File: src/rtl/duck_pkg.sv
// Shared encodings for the duck player controller: FSM states, bitmap selects
// and the score width.
package duck_pkg;

    typedef enum logic [2:0] {
        IDLE = 3'd0,
        RUN  = 3'd1,
        JUMP = 3'd2,
        DUCK = 3'd3,
        DEAD = 3'd4
    } state_t;

    localparam logic [1:0] SEL_STAND  = 2'd0;
    localparam logic [1:0] SEL_CROUCH = 2'd1;
    localparam logic [1:0] SEL_DEAD   = 2'd2;

    localparam int SCORE_W = 16;

    // States in which the player is alive, scoring and vulnerable to hits.
    function automatic logic is_live(state_t s);
        return (s == RUN) || (s == JUMP) || (s == DUCK);
    endfunction

endpackage

File: src/rtl/duck_jump_phys.sv
// Height / vertical-velocity integrator for the duck's jump. A load starts a
// jump (first frame of climb already applied), each step integrates one frame
// of gravity, and clear returns the duck to the ground.
module duck_jump_phys #(
    parameter int CORDW   = 12,
    parameter int JUMP_V  = 12,
    parameter int GRAVITY = 1
) (
    input  logic             clk,
    input  logic             rst,
    input  logic             load,
    input  logic             step,
    input  logic             fast,
    input  logic             clear,
    output logic [CORDW:0]   height,
    output logic             landed
);

    logic signed [7:0]     vy;
    logic signed [7:0]     vy_next;
    logic signed [CORDW:0] vy_ext;
    logic signed [CORDW:0] h_next;

    // Next-frame trajectory; landed means a step taken now reaches the ground.
    always_comb begin
        vy_ext  = {{(CORDW - 7){vy[7]}}, vy};
        h_next  = $signed(height) + vy_ext;
        vy_next = fast ? (vy - 8'(2 * GRAVITY)) : (vy - 8'(GRAVITY));
        landed  = h_next[CORDW] || (h_next == '0);
    end

    // Integrator registers; height is clamped to the ground on touchdown.
    always_ff @(posedge clk) begin
        if (rst || clear) begin
            height <= '0;
            vy     <= '0;
        end else if (load) begin
            height <= (CORDW + 1)'(JUMP_V);
            vy     <= 8'(JUMP_V - GRAVITY);
        end else if (step) begin
            if (landed) begin
                height <= '0;
                vy     <= '0;
            end else begin
                height <= h_next;
                vy     <= vy_next;
            end
        end
    end

endmodule

File: src/rtl/duck_ctrl.sv
// Frame-rate player controller: run / jump / crouch / death FSM, hit latch,
// death blink counter and survival score, driving one sprite engine.
module duck_ctrl
    import duck_pkg::*;
#(
    parameter int CORDW        = 12,
    parameter int DUCK_X       = 64,
    parameter int GROUND_Y     = 400,
    parameter int STAND_H      = 32,
    parameter int CROUCH_H     = 16,
    parameter int JUMP_V       = 12,
    parameter int GRAVITY      = 1,
    parameter int BLINK_FRAMES = 8,
    parameter int DEAD_FRAMES  = 64
) (
    input  logic               clk,
    input  logic               rst,
    input  logic               frame,
    input  logic               btn_jump,
    input  logic               btn_duck,
    input  logic               hit,
    output logic [CORDW-1:0]   sprx,
    output logic [CORDW-1:0]   spry,
    output logic               spr_en,
    output logic [1:0]         spr_sel,
    output logic [SCORE_W-1:0] score,
    output logic [2:0]         state
);

    localparam int CNT_W = $clog2(DEAD_FRAMES + 1);

    state_t                state_q;
    state_t                state_d;
    logic                  hit_q;
    logic                  hit_any;
    logic                  jump_prev;
    logic                  jump_press;
    logic [CNT_W-1:0]      dead_cnt;
    logic                  dead_done;
    logic                  blink_tick;
    logic                  phys_load;
    logic                  phys_step;
    logic                  phys_clear;
    logic                  landed;
    logic [CORDW:0]        height;
    logic signed [CORDW:0] stand_top;

    duck_jump_phys #(
        .CORDW   (CORDW),
        .JUMP_V  (JUMP_V),
        .GRAVITY (GRAVITY)
    ) u_phys (
        .clk    (clk),
        .rst    (rst),
        .load   (phys_load),
        .step   (phys_step),
        .fast   (btn_duck),
        .clear  (phys_clear),
        .height (height),
        .landed (landed)
    );

    // Next-state decode; a hit (latched or arriving this cycle) beats everything.
    always_comb begin
        state_d    = state_q;
        jump_press = btn_jump & ~jump_prev;
        hit_any    = hit_q | hit;
        dead_done  = (dead_cnt == CNT_W'(DEAD_FRAMES - 1));
        blink_tick = ((dead_cnt % CNT_W'(BLINK_FRAMES)) == CNT_W'(BLINK_FRAMES - 1));
        case (state_q)
            IDLE: if (jump_press) state_d = RUN;
            RUN: begin
                if (hit_any)         state_d = DEAD;
                else if (jump_press) state_d = JUMP;
                else if (btn_duck)   state_d = DUCK;
            end
            DUCK: begin
                if (hit_any)        state_d = DEAD;
                else if (!btn_duck) state_d = RUN;
            end
            JUMP: begin
                if (hit_any)     state_d = DEAD;
                else if (landed) state_d = btn_duck ? DUCK : RUN;
            end
            DEAD: if (dead_done) state_d = IDLE;
            default: state_d = IDLE;
        endcase
        phys_load  = frame && (state_q == RUN) && (state_d == JUMP);
        phys_step  = frame && (state_q == JUMP) && (state_d != DEAD);
        phys_clear = frame && (state_d == IDLE);
    end

    // State register, jump edge history and bitmap select advance per frame.
    always_ff @(posedge clk) begin
        if (rst) begin
            state_q   <= IDLE;
            jump_prev <= 1'b0;
            spr_sel   <= SEL_STAND;
        end else if (frame) begin
            state_q   <= state_d;
            jump_prev <= btn_jump;
            case (state_d)
                DEAD:    spr_sel <= SEL_DEAD;
                DUCK:    spr_sel <= SEL_CROUCH;
                default: spr_sel <= SEL_STAND;
            endcase
        end
    end

    // Hit latch catches strobes between frames while alive; cleared on death.
    always_ff @(posedge clk) begin
        if (rst) begin
            hit_q <= 1'b0;
        end else if (frame && (state_d == DEAD) && (state_q != DEAD)) begin
            hit_q <= 1'b0;
        end else if (hit && is_live(state_q)) begin
            hit_q <= 1'b1;
        end
    end

    // Death timer and blink: toggle the sprite every BLINK_FRAMES while dead.
    always_ff @(posedge clk) begin
        if (rst) begin
            dead_cnt <= '0;
            spr_en   <= 1'b1;
        end else if (frame) begin
            if (state_q == DEAD && state_d == DEAD) begin
                dead_cnt <= dead_cnt + 1'b1;
                if (blink_tick) spr_en <= ~spr_en;
            end else begin
                dead_cnt <= '0;
                spr_en   <= 1'b1;
            end
        end
    end

    // Survival score: cleared on game start, saturating count of live frames.
    always_ff @(posedge clk) begin
        if (rst) begin
            score <= '0;
        end else if (frame) begin
            if (state_q == IDLE && state_d == RUN) begin
                score <= '0;
            end else if (is_live(state_q) && (score != '1)) begin
                score <= score + 1'b1;
            end
        end
    end

    // Sprite position is decoded only from registers, so it changes solely on the edge after a frame.
    always_comb begin
        stand_top = (CORDW + 1)'(GROUND_Y - STAND_H) - $signed(height);
        spry      = (spr_sel == SEL_CROUCH) ? CORDW'(GROUND_Y - CROUCH_H)
                                            : stand_top[CORDW-1:0];
    end

    assign sprx  = CORDW'(DUCK_X);
    assign state = state_q;

endmodule

File: config.mk
export PLATFORM = sky130hd
export DESIGN_NAME = duck_ctrl
export DESIGN_NICKNAME = d
export VERILOG_FILES = /design/src/rtl/duck_pkg.sv /design/src/rtl/duck_jump_phys.sv /design/src/rtl/duck_ctrl.sv
export SDC_FILE = /design/constraint.sdc
export NUM_CORES = 1
export LEC_CHECK = 0
export BUFFER_PORTS_ARGS = -buffer_cell sky130_fd_sc_hd__buf_4
export CAP_MARGIN = 20
export CORE_MARGIN = 2
export CORE_UTILIZATION = 28
export CTS_CLUSTER_SIZE = 8
export DETAILED_ROUTE_END_ITERATION = 6
export GPL_TIMING_DRIVEN = 1
export PLACE_DENSITY_LB_ADDON = 0.25
export SYNTH_ARGS = -nofsm -noshare
export SYNTH_HDL_FRONTEND = slang
export SYNTH_HIERARCHICAL = 1
export SYNTH_SLANG_ARGS = --single-unit
export TNS_END_PERCENT = 1
File: constraint.sdc
create_clock -name clk -period 8.65 [get_ports clk]
set_clock_uncertainty 0.15 [all_clocks]
set_input_delay 0.4325 -clock clk [delete_from_list [all_inputs] [get_ports clk]]
set_output_delay 0.4325 -clock clk [all_outputs]
set_load 0.01 [all_outputs]
* After elaboration in Yosys (flattened, before gate mapping)
Index checks and enable logic that the tools add are counted.
** Operators by class
- Bitwise operators :: 4
- Mux-type cells :: 25
- $add $sub $neg :: 6
- Reductions and logical operators :: 24
- Equal/unequal tests :: 15
** Operator list (count)
- 16-bit 2-to-1 mux :: 2
- 3-bit 2-to-1 mux :: 9
- 16-bit by 1-bit adder with 16-bit output (second input constant) :: 1
- 4-bit 2-to-1 mux :: 4
- 8-bit 2-to-1 mux :: 2
- 16-bit inequality test (second input constant) :: 1
- 3-bit case mux with 5 select lines :: 1
- 13-bit by 8-bit adder with 13-bit output :: 1
- 13-bit zero test :: 1
- 13-bit 2-to-1 mux :: 1
- 3-bit by 2-bit equality test with 1-bit output (second input constant) :: 4
- 12-bit 2-to-1 mux :: 1
- 10-bit by 12-bit subtractor with 12-bit output (first input constant) :: 1
- 1-bit logical AND :: 11
- 3-bit equality test (second input constant) :: 3
- 8-bit by 2-bit subtractor with 8-bit output (second input constant) :: 1
- 8-bit by 3-bit subtractor with 8-bit output (second input constant) :: 1
- 7-bit by 1-bit adder with 7-bit output (second input constant) :: 1
- 7-bit by 6-bit equality test with 1-bit output (second input constant) :: 1
- 7-bit 2-to-1 mux :: 1
- 3-bit by 1-bit equality test with 1-bit output (second input constant) :: 2
- 3-bit zero test :: 2
- 3-bit inequality test (second input constant) :: 2
- 1-bit logical OR :: 4
- 11 further kinds :: 16
** Storage, ports and cells
- Input bits :: 6
- Word-level logic and storage cells :: 85
- Flip-flop bits (word level) :: 52

* Longest topological paths before layout
- Depth after elaboration :: 10
- Gate-level depth with buffers :: 18
- Depth with buffers taken out :: 17

* By module
Netlist, hierarchy kept.
** Modules (own cells, without submodules)
- duck_ctrl :: sequential area each 620.6 um^2, times used 1, cells an instance 237, area each 1923.1 um^2
- duck_jump_phys :: sequential area each 420.4 um^2, times used 1, cells an instance 198, area each 1635.3 um^2

* Worst setup path after synthesis
No wires, ideal clock.
- Path type :: register -> register
- From :: register u_phys.height[0]
- To :: register u_phys.height[6]
- Path slack :: 4.199 ns
- Stages on the path, launching flop included :: 19
- Data arrival time :: 4.214 ns
- Buffers on the path :: 1
- Cell sequence :: dfxtp_1 ha_1 fa_1 a211oi_2 o21a_1 o21ai_0 a2111o_1 nor4_4 a31o_2 o21a_1 a21oi_1 o21ai_0 nor2b_1 nor2_1 or3_1 clkbuf_1 nor2_1 nand2_1 o31ai_1
** Between the ends
- Elaborated cells on any way between the ends :: 15
- Those cells by class :: add/sub (1); eq/ne (2); mux (4); reduce/logical (8)
** RTL lines
- start: declaration :: RTL line duck_jump_phys.sv:15 : output logic [CORDW:0] height,
- start signal: assignment :: RTL line duck_jump_phys.sv:38 : height <= (CORDW + 1)'(JUMP_V);
- start signal: assignment :: RTL line duck_jump_phys.sv:45 : height <= h_next;
- 13-bit by 8-bit adder with 13-bit output (*) :: RTL line duck_jump_phys.sv:27 : h_next = $signed(height) + vy_ext;
- 13-bit zero test :: RTL line duck_jump_phys.sv:29 : landed = h_next[CORDW] || (h_next == '0);
- 1-bit logical OR (*) :: RTL line duck_jump_phys.sv:29
- via landed :: RTL line duck_ctrl.sv:44 : logic landed;
- 3-bit 2-to-1 mux (*) :: RTL line duck_ctrl.sv:83 : else if (landed) state_d = btn_duck ? DUCK : RUN;
- 3-bit 2-to-1 mux (*) :: RTL line duck_ctrl.sv:82 : if (hit_any) state_d = DEAD;
- 3-bit case mux with 5 select lines (*) :: RTL line duck_ctrl.sv:70 : case (state_q)
- 3-bit by 2-bit equality test with 1-bit output (*) :: RTL line duck_ctrl.sv:88 : phys_load = frame && (state_q == RUN) && (state_d == JUMP);
- 1-bit logical AND (*) :: RTL line duck_ctrl.sv:88
- via phys_load :: RTL line duck_ctrl.sv:41 : logic phys_load;
- 2-bit OR reduction (no source line) (*)
The timed path passes the listed nets; every way through them passes the cells marked *.
A chain may end at the register's enable or synchronous reset.

* Final worst setup path
Same ends and word-level chain as after synthesis.

==> metrics.txt <==
DP HPWL=roughly 7000 um; global-route wire length before repair=between 10000 and 15000 um; vias=~3200; clock insertion delay at the later pin of the skew report=290 ps; number of buffer cells added on primary ports=39; per-instance average area after synthesis=~8.2 um^2; power density over cell area=approximately 120 nW/um^2; Peak VDD IR=0.06526 mV; number of nets in the final layout=492; Top-Level Pins=between 50 and 60; post-route clock period utilization=58.47%; Avg Vias per Cell=slightly above 5; maximum number of pins on one net before global-route repair=18; height of the chip=116.7 um; Slew Limit Fails=0; Clock Sink Count=52; FP Rows=41; die area=approximately 14000 um^2; worst max-slew margin expressed relative to the limit=44.89%; core region area=12520 um^2; hold buffer count at cts=0; Synth-to-Final Area Change=15.19%; minimum clock period after layout=5058 ps; switching pwr=112.4 uW; maximum level of the CTS H-tree=2; Num CTS Buffers=5; required time at the worst-slack endpoint=8700 ps; wirelength, routed=8799 um; Comb power frac=between 7 and 8%; most common flop cell mapped by yosys=sky130_fd_sc_hd__dfxtp_1; Max stage delay cell, worst path=sky130_fd_sc_hd__or3_1; instance count of the mapped netlist=435; count of yosys warnings during synthesis=6; maximum fanout along the worst path=10; Leakage=0.001599 uW; category of the critical setup timing path=register to register; Worst Setup Start Kind=register; clock slew at the register clock pins of the worst setup and hold paths=70 ps; post-detailed-route DRC marker count=0; Antenna Nets Post-Route=0; max capacitance violation total=0; share of layout cells above drive strength 1=16.06%; distinct cell type count of the synthesized netlist=74; clock tree from TritonCTS=built; switching power share of the total=approximately a quarter; Clock Tree Buf Depth=2; antenna diode instance count=0; antenna violations before repair=0; number of storage elements in the synthesis netlist=52; Critical Path AT=5110 ps; effective utilization at floorplan=28.43%; number of buffers inserted by post-CTS setup repair=0; part of the Yosys area used for sequential elements=29.25%; wire length per cell after detailed routing=13.77 um; largest stage delay on the critical path=560 ps; outcome=finished clean; count of flip-flops with a built-in enable after synthesis=0; worst-path cell chain=ha_1 > fa_1 > a211oi_2 > o21a_1 > o21ai_0 > a2111o_1 > nor4_4 > a31o_2 > o21a_1 > a21oi_1 > o21ai_0 > nor2b_1 > nor2_1 > or3_1 > nor2_1 > nand2_1 > o31ai_1; post-CTS sizing=0; die outline width=116.7 um; setup repair after global routing missed its margin=false; Clk network pwr share=41.0%; Seq pwr share=51.5%; First-pass DRT Iterations=4; Worst Setup End Kind=register; share of flip-flops with an asynchronous set or reset after synthesis=0%; vias in the first global route=3018; initial detailed-routing violation count=71; maximum clock rate=0.1977 GHz; final setup fails=0; final RePlAce weighted congestion=0.8677; CP bufs+invs=0; number of endpoints with negative hold slack in the final report=0; post-layout total power=474.3 uW; Tightest Pin Transition=around 820 ps; class of the tightest hold or removal check=input port to register; synthesized cell area=3558 um^2; aggregate global-route resource usage=13.24%; total overflow reported by the global router=0; total internal power=361.9 uW; dominant delay contributor by cell family on the critical path=compound AO/OA/AOI/OAI gates; library cell used as clock root buffer=sky130_fd_sc_hd__clkbuf_16; setup TNS after final layout=0 ps
==> per-stage QoR <==
stage | hold slack (ps) | cells | area [um^2] | setup slack, ps | util, %
2_1_floorplan | 275.8 | 445 | 3596 | 4199 | -
3_3_place_gp | 286.4 | 631 | 3956 | 3735 | 31.61
3_5_place_dp | 293.5 | 631 | 3956 | 3631 | 31.61
4_1_cts | 263.9 | 639 | 4099 | 3596 | 32.75
5_1_grt | 280.1 | 639 | 4099 | 3185 | 32.75
6_report | 262.2 | 639 | 4099 | 3592 | 32.75
==> cells by family (layout without fill, tap and decap cells) <==
family                     after synthesis  in the layout  synth area share, %
AOI/OAI and AO/OA                      118            118                23.38
DFF                                     52             52                29.25
and+or+nand+nor                        175            175                26.27
xor gates and xnor gates                28             28                6.892
buffers and inverters                   36             58                5.591
other                                    2             12               0.2110
adders and majority gates               20             20                7.243
muxes                                    4              4                1.160
==> final cells by class <==
cell class / count / area [um^2]
sequential: 52 / 1041
clock inverter: 2 / 13.76
inverter: 10 / 37.54
fill: 1368 / 8418
clock buffer: 6 / 128.9
multi-input combinational: 357 / 2362
timing repair buffer: 40 / 300.3
tap: 172 / 215.2
==> tightest hold or removal path, delay by kind of cell <==
kind / cells / cell delay (ps)
multiplexers: 1 / 60
buffers and inverters: 1 / 100
AND/OR/NAND/NOR: 1 / 70
==> routing by layer <==
layer	share of wire [%]	track usage, %
met1	48	17.77
met2	48	22.85
met3	3.3	1.920
met4	0.83	2.353
met5	0	0
==> synthesized netlist by cell type, types with 3 or more instances <==
library cell	instances	area [um^2]
sky130_fd_sc_hd__dfxtp_1	52	1041
sky130_fd_sc_hd__nor2_1	46	172.7
sky130_fd_sc_hd__nand2_1	36	135.1
sky130_fd_sc_hd__a21oi_1	32	160.2
sky130_fd_sc_hd__o21ai_0	22	110.1
sky130_fd_sc_hd__ha_1	19	237.7
sky130_fd_sc_hd__xor2_1	17	148.9
sky130_fd_sc_hd__nor3_1	14	70.07
sky130_fd_sc_hd__buf_4	12	90.09
sky130_fd_sc_hd__xnor2_1	11	96.34
sky130_fd_sc_hd__inv_1	10	37.54
sky130_fd_sc_hd__nand3_1	10	50.05
sky130_fd_sc_hd__clkbuf_1	9	33.78
sky130_fd_sc_hd__or3_1	9	56.30
sky130_fd_sc_hd__nand2b_1	8	50.05
sky130_fd_sc_hd__nand4_1	8	50.05
sky130_fd_sc_hd__o211ai_1	7	52.55
sky130_fd_sc_hd__or2_2	7	43.79
sky130_fd_sc_hd__a21o_1	6	45.04
sky130_fd_sc_hd__a211oi_1	5	37.54
sky130_fd_sc_hd__o31ai_1	5	37.54
sky130_fd_sc_hd__a31oi_1	4	25.02
sky130_fd_sc_hd__and2_1	4	25.02
sky130_fd_sc_hd__and3_1	4	25.02
sky130_fd_sc_hd__a22oi_1	3	22.52
sky130_fd_sc_hd__a32o_1	3	30.03
sky130_fd_sc_hd__and4_1	3	26.28
sky130_fd_sc_hd__buf_2	3	15.01
sky130_fd_sc_hd__mux2i_1	3	30.03
sky130_fd_sc_hd__nand3b_1	3	22.52
sky130_fd_sc_hd__nand4b_1	3	26.28
sky130_fd_sc_hd__nor2b_1	3	18.77
sky130_fd_sc_hd__o21a_1	3	22.52
==> placed cells by master, fill, tap and decap left out, types with 3 or more instances in the layout <==
cell type,count
sky130_fd_sc_hd__ha_1,19
sky130_fd_sc_hd__clkbuf_16,5
sky130_fd_sc_hd__mux2i_1,3
sky130_fd_sc_hd__and4_1,3
sky130_fd_sc_hd__a211oi_1,5
sky130_fd_sc_hd__inv_1,10
sky130_fd_sc_hd__and3_1,4
sky130_fd_sc_hd__o21ai_0,22
sky130_fd_sc_hd__nor3_1,14
sky130_fd_sc_hd__nand4b_1,3
sky130_fd_sc_hd__nand4_1,8
sky130_fd_sc_hd__a32o_1,3
sky130_fd_sc_hd__o21a_1,3
sky130_fd_sc_hd__conb_1,12
sky130_fd_sc_hd__a21o_1,6
sky130_fd_sc_hd__a21oi_1,32
sky130_fd_sc_hd__xor2_1,17
sky130_fd_sc_hd__a22oi_1,3
sky130_fd_sc_hd__nand3_1,10
sky130_fd_sc_hd__nand3b_1,3
sky130_fd_sc_hd__and2_1,4
sky130_fd_sc_hd__a31oi_1,4
sky130_fd_sc_hd__nand2_1,36
sky130_fd_sc_hd__nor2b_1,3
sky130_fd_sc_hd__o211ai_1,7
sky130_fd_sc_hd__nand2b_1,8
sky130_fd_sc_hd__buf_4,40
sky130_fd_sc_hd__o31ai_1,5
sky130_fd_sc_hd__dfxtp_1,52
sky130_fd_sc_hd__or3_1,9
sky130_fd_sc_hd__or2_2,7
sky130_fd_sc_hd__xnor2_1,11
sky130_fd_sc_hd__nor2_1,46
==> power groups by stage <==
| stage | clock network (uW) | logic [uW] | registers (uW) |
|---|---|---|---|
| detailed placement | 0 | 35.7 | 250 |
| CTS | 201 | 35.7 | 244 |
| global route | 214 | 40.0 | 245 |
| global placement | 0 | 35.3 | 250 |
| floorplan | 0 | 29.5 | 249 |
| finish | 194 | 35.4 | 244 |
==> final timing paths <==
kind / slack, ps / start / cells after the start / to
setup / recovery: 3590 / u_phys/height[0] / 17 / u_phys/height[6]
hold / removal: 260 / btn_jump / 3 / jump_prev
setup reg to reg: 3590 / u_phys/height[0] / 17 / u_phys/height[6]
hold reg to reg: 310 / dead_cnt[6] / 2 / dead_cnt[6]
==> state kept, by name (all words and copies together) (netlist names) <==
name           cells
dead_cnt           7
hit_q              1
jump_prev          1
score             16
spr_en             1
spr_sel            2
state              3
u_phys/height     13
u_phys/vy          8
Power figures use the tool's default switching activity.
